$ cat config.mk
export PLATFORM = sky130hd
export DESIGN_NAME = gate_sweep_ctrl_flat
export DESIGN_NICKNAME = d
export VERILOG_FILES = /design/src/rtl/gate_sweep_if.sv /design/src/rtl/gate_sweep_ctrl.sv /design/src/flat_wrapper.sv
export SDC_FILE = /design/constraint.sdc
export NUM_CORES = 1
export LEC_CHECK = 0
export ABC_AREA = 1
export BUFFER_PORTS_ARGS = -buffer_cell sky130_fd_sc_hd__buf_2
export CORE_ASPECT_RATIO = 0.7
export CORE_MARGIN = 1
export CORE_UTILIZATION = 50
export DETAILED_ROUTE_END_ITERATION = 10
export PLACE_DENSITY = 0.78
export SYNTH_ARGS = -nofsm -noshare
export SYNTH_HDL_FRONTEND = slang
export SYNTH_SLANG_ARGS = --single-unit
$ cat constraint.sdc
create_clock -name clk -period 1.8 [get_ports clk]
set_input_delay 0.36 -clock clk [delete_from_list [all_inputs] [get_ports clk]]
set_output_delay 0.36 -clock clk [all_outputs]
set_load 0.005 [all_outputs]
$ cat src/rtl/gate_sweep_if.sv
// gate_sweep_if: start/z in, gate stimulus and sweep results out, for gate_sweep_ctrl.
interface gate_sweep_if;
    logic       start;
    logic       z;
    logic       x;
    logic       y;
    logic       busy;
    logic       done;
    logic       pass;
    logic [3:0] err_mask;
    logic [1:0] vec_idx;
    modport slave (
        input  start, z,
        output x, y, busy, done, pass, err_mask, vec_idx
    );
    modport master (
        output start, z,
        input  x, y, busy, done, pass, err_mask, vec_idx
    );
endinterface

$ cat src/rtl/gate_sweep_ctrl.sv
// gate_sweep_ctrl: drives a 2-input gate through all four input vectors, lets z settle,
// and checks it against the EXPECT truth table, reporting a per-vector error mask and a pass flag.
module gate_sweep_ctrl #(
    parameter int         SETTLE = 2,
    parameter logic [3:0] EXPECT = 4'b0110
) (
    input logic        clk,
    input logic        rst_n,
    gate_sweep_if.slave bus
);
    localparam logic [3:0] RELOAD = 4'(SETTLE - 1);

    typedef enum logic [1:0] {IDLE, DRIVE, CHECK, FIN} state_t;

    state_t     state;
    logic [3:0] cnt;
    logic       miss;
    logic [3:0] miss_vec;
    logic [1:0] next_idx;

    // case inequality so an undriven or X gate output is reported, not masked
    always_comb begin
        miss     = bus.z !== EXPECT[bus.vec_idx];
        miss_vec = {3'b000, miss} << bus.vec_idx;
        next_idx = bus.vec_idx + 2'd1;
    end

    always_ff @(posedge clk) begin
        if (!rst_n) begin
            state        <= IDLE;
            cnt          <= 4'd0;
            bus.x        <= 1'b0;
            bus.y        <= 1'b0;
            bus.vec_idx  <= 2'd0;
            bus.busy     <= 1'b0;
            bus.done     <= 1'b0;
            bus.pass     <= 1'b0;
            bus.err_mask <= 4'd0;
        end else begin
            case (state)
                IDLE: if (bus.start) begin
                    state        <= DRIVE;
                    cnt          <= RELOAD;
                    bus.x        <= 1'b0;
                    bus.y        <= 1'b0;
                    bus.vec_idx  <= 2'd0;
                    bus.busy     <= 1'b1;
                    bus.pass     <= 1'b0;
                    bus.err_mask <= 4'd0;
                end
                DRIVE: begin
                    if (cnt == 4'd0) state <= CHECK;
                    else cnt <= cnt - 4'd1;
                end
                CHECK: begin
                    bus.err_mask <= bus.err_mask | miss_vec;
                    if (bus.vec_idx == 2'd3) begin
                        state    <= FIN;
                        bus.done <= 1'b1;
                        bus.pass <= (bus.err_mask | miss_vec) == 4'd0;
                        bus.x    <= 1'b0;
                        bus.y    <= 1'b0;
                    end else begin
                        state       <= DRIVE;
                        cnt         <= RELOAD;
                        bus.vec_idx <= next_idx;
                        bus.x       <= next_idx[1];
                        bus.y       <= next_idx[0];
                    end
                end
                default: begin
                    state    <= IDLE;
                    bus.busy <= 1'b0;
                    bus.done <= 1'b0;
                end
            endcase
        end
    end
endmodule

$ cat src/flat_wrapper.sv
// flat-port wrapper written by rule: the top's interface ports become plain ports
module gate_sweep_ctrl_flat 
#(
    parameter int         SETTLE = 2,
    parameter logic [3:0] EXPECT = 4'b0110
)
  (clk, rst_n, bus_start, bus_z, bus_x, bus_y, bus_busy, bus_done, bus_pass, bus_err_mask, bus_vec_idx);
  gate_sweep_if bus_i ();
  input logic clk;
  input logic rst_n;
  input wire logic [$bits(bus_i.start)-1:0] bus_start;
  input wire logic [$bits(bus_i.z)-1:0] bus_z;
  output wire logic [$bits(bus_i.x)-1:0] bus_x;
  output wire logic [$bits(bus_i.y)-1:0] bus_y;
  output wire logic [$bits(bus_i.busy)-1:0] bus_busy;
  output wire logic [$bits(bus_i.done)-1:0] bus_done;
  output wire logic [$bits(bus_i.pass)-1:0] bus_pass;
  output wire logic [$bits(bus_i.err_mask)-1:0] bus_err_mask;
  output wire logic [$bits(bus_i.vec_idx)-1:0] bus_vec_idx;
  assign bus_i.start = bus_start;
  assign bus_i.z = bus_z;
  assign bus_x = bus_i.x;
  assign bus_y = bus_i.y;
  assign bus_busy = bus_i.busy;
  assign bus_done = bus_i.done;
  assign bus_pass = bus_i.pass;
  assign bus_err_mask = bus_i.err_mask;
  assign bus_vec_idx = bus_i.vec_idx;
  gate_sweep_ctrl #(.SETTLE(SETTLE), .EXPECT(EXPECT)) u_core (.clk(clk), .rst_n(rst_n), .bus(bus_i));
endmodule
After elaboration in Yosys (flattened, before gate mapping)
Index checks and enable logic that the tools add are counted.

Add/subtract/negate cells: 2. $mul: 0. Divide/modulo/power cells: 0. Order comparisons: 1. Equal/unequal tests: 9. Shift operators: 1. Muxes and demuxes: 26. Bitwise operators: 3. Reductions and logical operators: 14.

Operators with widths (number): two-way mux 4 bit (4); case mux 4 bit (3 select lines) (1); two-way mux 2 bit (5); case mux 1 bit (2 select lines) (5); logical NOT 4 bit (2); case mux 4 bit (2 select lines) (1); AND reduction 2 bit (4); two-way mux 1 bit (7); != test 2 bit, second input constant (3); case mux 2 bit (3 select lines) (1); AND reduction 3 bit (2); == test 2 bit, second input constant (2); != test 2 x 1 -> 1 bit, second input constant (2); bitwise OR 4 bit (1); case mux 2 bit (2 select lines) (1); AND reduction 4 bit (1); OR reduction 2 bit (2); left shift 1 x 2 -> 4 bit (1); subtractor 4 x 1 -> 4 bit, second input constant (1); < comparator 2 x 3 -> 1 bit, second input constant (1); nonzero test 3 bit (1); adder 2 x 1 -> 2 bit, second input constant (1); binary-select mux 1 bit (select 2 bit) (1); == test 2 x 1 -> 1 bit, second input constant (1); other kinds (4) (5).

Register bits: 17. Latch bits: 0. Bits in writable memories: 0. ROM bits: 0. Input bits: 4. Output and inout bits: 11. Logic and storage cells: 65. Memories: 0.

Longest topological paths before layout
Word-level depth: 8. Gate-level depth with buffers: 9. Mapped depth without buffers: 9.

Worst setup path before layout
No wires, ideal clock.

Path type: register to register. From: register u_core.state[0]. To: register u_core.cnt[3]. Setup time: 127 ps. Data arrival time: 1289 ps. Required time: 1673 ps. Setup slack: 384 ps. Stages on the path, launching flop included: 9. Buffers on the path: 0. Clock period less this slack: 1416 ps. Path through: dfxtp_1 > inv_1 > ha_1 > nand2_2 > nand3_2 > nor2_2 > nand2_1 > nor2_1 > nor3b_2.

Word-level cells in the longest chain between the ends: 3. Elaborated cells on any way between the ends: 9. Those cells by class: 5 x eq/ne; 1 x mux; 3 x reduce/logical.

Ends and longest elaborated chain: from (decl) (RTL line gate_sweep_ctrl.sv:15) `state_t state;`; from (signal assigned) (RTL line gate_sweep_ctrl.sv:30) `state <= IDLE;`; from (signal assigned) (RTL line gate_sweep_ctrl.sv:42) `state <= DRIVE;`; from (signal assigned) (RTL line gate_sweep_ctrl.sv:52) `if (cnt == 4'd0) state <= CHECK;`; == test 2 bit, or another cell as far along (RTL line gate_sweep_ctrl.sv:40) `case (state)`; != test 2 bit (no line) or nonzero test 3 bit (tied branches); AND reduction 4 bit (no line); to (signal assigned) (RTL line gate_sweep_ctrl.sv:53) `else cnt <= cnt - 4'd1;`; to (decl) (RTL line gate_sweep_ctrl.sv:16) `logic [3:0] cnt;`.

Several ways; a longest one is shown, not always the timed one. A chain may end at the register's enable or synchronous reset.

Worst setup path in the final report
From: register u_core.state[0]. To: register u_core.bus.vec_idx[1].

Word-level cells in the longest chain between the ends: 3. Elaborated cells on any way between the ends: 7. Those cells by class: 3 x eq/ne; 1 x mux; 3 x reduce/logical.

Ends and longest elaborated chain: == test 2 bit or logical NOT 2 bit (tied branches) (RTL line gate_sweep_ctrl.sv:40); != test 2 bit (no line) or nonzero test 2 bit (tied branches); AND reduction 3 bit (no line); to (signal assigned) (RTL line gate_sweep_ctrl.sv:66) `bus.vec_idx <= next_idx;`; to (decl) (RTL line gate_sweep_if.sv:14) `output x, y, busy, done, pass, err_mask, vec_idx`.

Several ways; a longest one is shown, not always the timed one.

==> PnR_summary.wiki <==
{| class="wikitable"
! Metric !! Value
|-
| Cells traversed along the worst timing path || inv_1 > ha_1 > o21ai_2 > inv_4 > nand2_2 > a21oi_1 > a211oi_2
|-
| Register area share after synthesis || 35.2%
|-
| Post-CTS repair timing setup buffer count || 0
|-
| Clock sink count || 17
|-
| Hold EP || u_core.cnt[0]$_SDFFE_PN0P_
|-
| Final count of pins violating max slew || 0
|-
| Share of cells above drive strength 1 || 23.6%
|-
| Crit path arrival time || 1880 ps
|-
| Vias after detailed routing || 859
|-
| Final worst clock skew || 2.61 ps
|-
| Worst-skew pair later-pin latency || 290 ps
|-
| Buffer type at the clock tree root || sky130_fd_sc_hd__clkbuf_4
|-
| Classification of the worst setup path || flip-flop to flip-flop
|-
| Hold_buf cts || 0
|-
| Startpoint of the lowest-slack register-to-register path || u_core.state[0]$_SDFFE_PN0P_
|-
| Worst min-delay path class || primary input to flip-flop
|-
| Cell count after synthesis || 127
|-
| Wire length of the first global-routing pass || between 3000 and 4000 um
|-
| Clock-pin slew on the worst setup and hold paths || 90 ps
|-
| Critical path required time || 2010 ps
|-
| Max capacitance violation total || 0
|-
| Total global routing overflow || 0
|-
| Synth Register Bits || 17
|-
| Antenna Violating Nets Remaining || 0
|-
| Detail-routed via count per cell || 5.21
|-
| Die Footprint || 0.00211 mm^2
|-
| Final GP Congestion || around 0.8
|-
| Period Utilization, post-route || 92.8%
|-
| Maximum achievable frequency || between 0.5 and 0.6 GHz
|-
| Area Growth Syn to Fin || 12.3%
|-
| Initial drt markers || 45
|-
| Area of the core region || 0.00170 mm^2
|-
| Count of non-filler cells in the finished layout || 165
|-
| Chip width || 54.5 um
|-
| R2R cell count || 7
|-
| CTS-repair resized insts || 0
|-
| NumNets Final || 157
|-
| CP Capture Type || flip-flop
|-
| Count of final hold-check violations || 0
|-
| All-Layer GR Usage || 23.3%
|-
| Number of distinct library cell variants in the gate-level netlist after synthesis || 24
|-
| CTS tree || built
|-
| Port buffer count || 14
|-
| Critical path's slowest cell || sky130_fd_sc_hd__o21ai_2
|-
| Initial core utilization || around 57%
|-
| Top library cells by usage in the layout, fill and taps aside || sky130_fd_sc_hd__nand2_1 (24), sky130_fd_sc_hd__inv_1 (22), sky130_fd_sc_hd__dfxtp_1 (17)
|-
| Largest net degree at the start of global routing || 14
|-
| Placed instance count || 161
|-
| Total CTS buffers || 3
|-
| Power Density || around 1600 mW/mm^2
|-
| Final setup fails || 0
|-
| Post-synthesis average cell area || 7.61 um^2
|-
| Critical Path Max Stage Delay || 430 ps
|-
| Worst hold stages || 3
|-
| Site Rows || 12
|-
| Total standard cell area after synthesis || 966 um^2
|-
| Ant diodes || 0
|-
| Maximum buffer depth of the clock tree || 2
|-
| Post-detail-place hpwl || 1640 um
|-
| Via count of the first global-routing pass || 764
|-
| Start point of the worst min-delay path || rst_n
|-
| Largest driver fanout on the critical path || 8
|-
| Final-layout fill cell count || 149
|-
| Overall die height || 38.8 um
|-
| Measured slew at the worst slew-check pin || 514 ps
|-
| Most frequent standard cell in the layout excluding fill and tap cells || sky130_fd_sc_hd__nand2_1
|-
| Destination of the worst register-to-register timing path || u_core.bus.vec_idx[1]$_SDFFE_PN0P_
|-
| Number of warnings reported in the yosys synthesis log || 0
|-
| H-tree depth || 1
|-
| Worst max-slew margin expressed relative to the limit || about two thirds
|-
| Outcome || completed
|-
| Number of I/O pins || 15
|-
| Setup repair after global routing missed its margin || false
|-
| DR DRC count || 0
|-
| Wirelength, routed || 2010 um
|-
| Net count of the mapped netlist || roughly 140
|-
| Final routed wire length divided by cell count || 12.2 um
|-
| Fin crit period || 1670 ps
|-
| Worst vdd ir || 1.04 mV
|-
| Leakage Power || approximately 0.0005 uW
|-
| Setup TNS || 0 ps
|-
| DRT Pass-1 Iters || 5
|-
| Critical path launch point type || flip-flop
|-
| Slack of the worst reg-to-reg path || ~130 ps
|-
| Initial antenna violation count || 0
|}
-- cell type report --
class	instances	area [um^2]	area share, %
Clock buffer	4	26.3	2.42
Sequential cell	17	340	31.4
Timing Repair Buffer	14	70.1	6.46
Multi-Input combinational cell	84	526	48.4
Inverter	25	96.3	8.88
Tap cell	21	26.3	2.42
-- stage by stage --
stage / total power, uW / area (um^2) / worst slack (ps) / utilization [%] / hold slack (ps)
global placement: 1450 / 1060 / 249 / 62.4 / 448
global route: 1850 / 1080 / 25.4 / 63.9 / 325
CTS: 1690 / 1080 / 150 / 63.9 / 335
finish: 1690 / 1080 / 130 / 63.9 / 342
floorplan: 1250 / 966 / 384 / - / 449
detailed placement: 1490 / 1060 / 182 / 62.4 / 458
-- worst max-delay path, delay by kind of cell, from the launching register on --
kind / cells / cell delay [ps]
and+or+nand+nor: 1 / 100
AOI/OAI and AO/OA: 3 / 640
DFF: 1 / 410
buffers and inverters: 2 / 160
adders and majority gates: 1 / 280
-- cell usage after synthesis --
library cell / count / area (um^2)
sky130_fd_sc_hd__nand3_2: 1 / 10.0
sky130_fd_sc_hd__o21ai_0: 4 / 20.0
sky130_fd_sc_hd__a21oi_1: 8 / 40.0
sky130_fd_sc_hd__nor2_2: 2 / 12.5
sky130_fd_sc_hd__buf_1: 1 / 3.75
sky130_fd_sc_hd__o21bai_1: 1 / 7.51
sky130_fd_sc_hd__inv_4: 1 / 6.26
sky130_fd_sc_hd__a221oi_2: 3 / 45.0
sky130_fd_sc_hd__a31oi_1: 1 / 6.26
sky130_fd_sc_hd__nand4_1: 4 / 25.0
sky130_fd_sc_hd__nor3b_2: 1 / 12.5
sky130_fd_sc_hd__nand3_1: 6 / 30.0
sky130_fd_sc_hd__a211oi_2: 2 / 25.0
sky130_fd_sc_hd__o221a_2: 1 / 11.3
sky130_fd_sc_hd__nand2_1: 24 / 90.1
sky130_fd_sc_hd__dfxtp_1: 17 / 340
sky130_fd_sc_hd__inv_2: 2 / 7.51
sky130_fd_sc_hd__nand2_2: 3 / 18.8
sky130_fd_sc_hd__nor2_1: 10 / 37.5
sky130_fd_sc_hd__a211oi_1: 2 / 15.0
sky130_fd_sc_hd__o21ai_2: 1 / 8.76
sky130_fd_sc_hd__inv_1: 22 / 82.6
sky130_fd_sc_hd__nor3_1: 2 / 10.0
sky130_fd_sc_hd__ha_1: 8 / 100
-- layer usage --
layer / part of all wire (%) / wire length, um / global-route usage (%)
met1: 48 / 966 / 31.3
met2: 41 / 816 / 32.9
met3: 9.3 / 187 / 9.41
met4: 2.0 / 40 / 8.33
met5: 0 / 0 / 0
-- worst max-delay path by stage --
stage | start | to | slack, ps | cells after the start
floorplan | u_core.state[0]$_SDFFE_PN0P_ | u_core.cnt[3]$_SDFFE_PN0P_ | 380 | 8
global placement | u_core.state[0]$_SDFFE_PN0P_ | u_core.bus.vec_idx[1]$_SDFFE_PN0P_ | 250 | 7
detailed placement | u_core.state[0]$_SDFFE_PN0P_ | u_core.bus.vec_idx[1]$_SDFFE_PN0P_ | 180 | 7
CTS | u_core.state[0]$_SDFFE_PN0P_ | u_core.bus.vec_idx[1]$_SDFFE_PN0P_ | 150 | 7
global route | u_core.state[0]$_SDFFE_PN0P_ | u_core.bus.vec_idx[1]$_SDFFE_PN0P_ | 30 | 7
finish | u_core.state[0]$_SDFFE_PN0P_ | u_core.bus.vec_idx[1]$_SDFFE_PN0P_ | 130 | 7
-- logic make-up after synthesis --
kind of cell / after synthesis / synth area share [%]
adder cells (fa/ha/maj): 8 / 10.4
AO/OA/AOI/OAI: 23 / 18.5
buffers and inverters: 26 / 10.4
flip-flops: 17 / 35.2
AND/OR/NAND/NOR: 53 / 25.5
-- power by group --
group / switching, uW / total, uW / internal (uW)
Combinational: 610 / 940 / 330
Sequential: 81.2 / 557 / 476
Clock: 110 / 196 / 86.2
-- flip-flops by register name, summed over array words and instances, names as in the netlist --
signal               count
u_core.bus.x             1
u_core.bus.err_mask      4
u_core.state             2
u_core.bus.vec_idx       2
u_core.bus.y             1
u_core.bus.pass          1
u_core.bus.busy          1
u_core.bus.done          1
u_core.cnt               4
No activity file was read; power rests on OpenSTA's default activity.
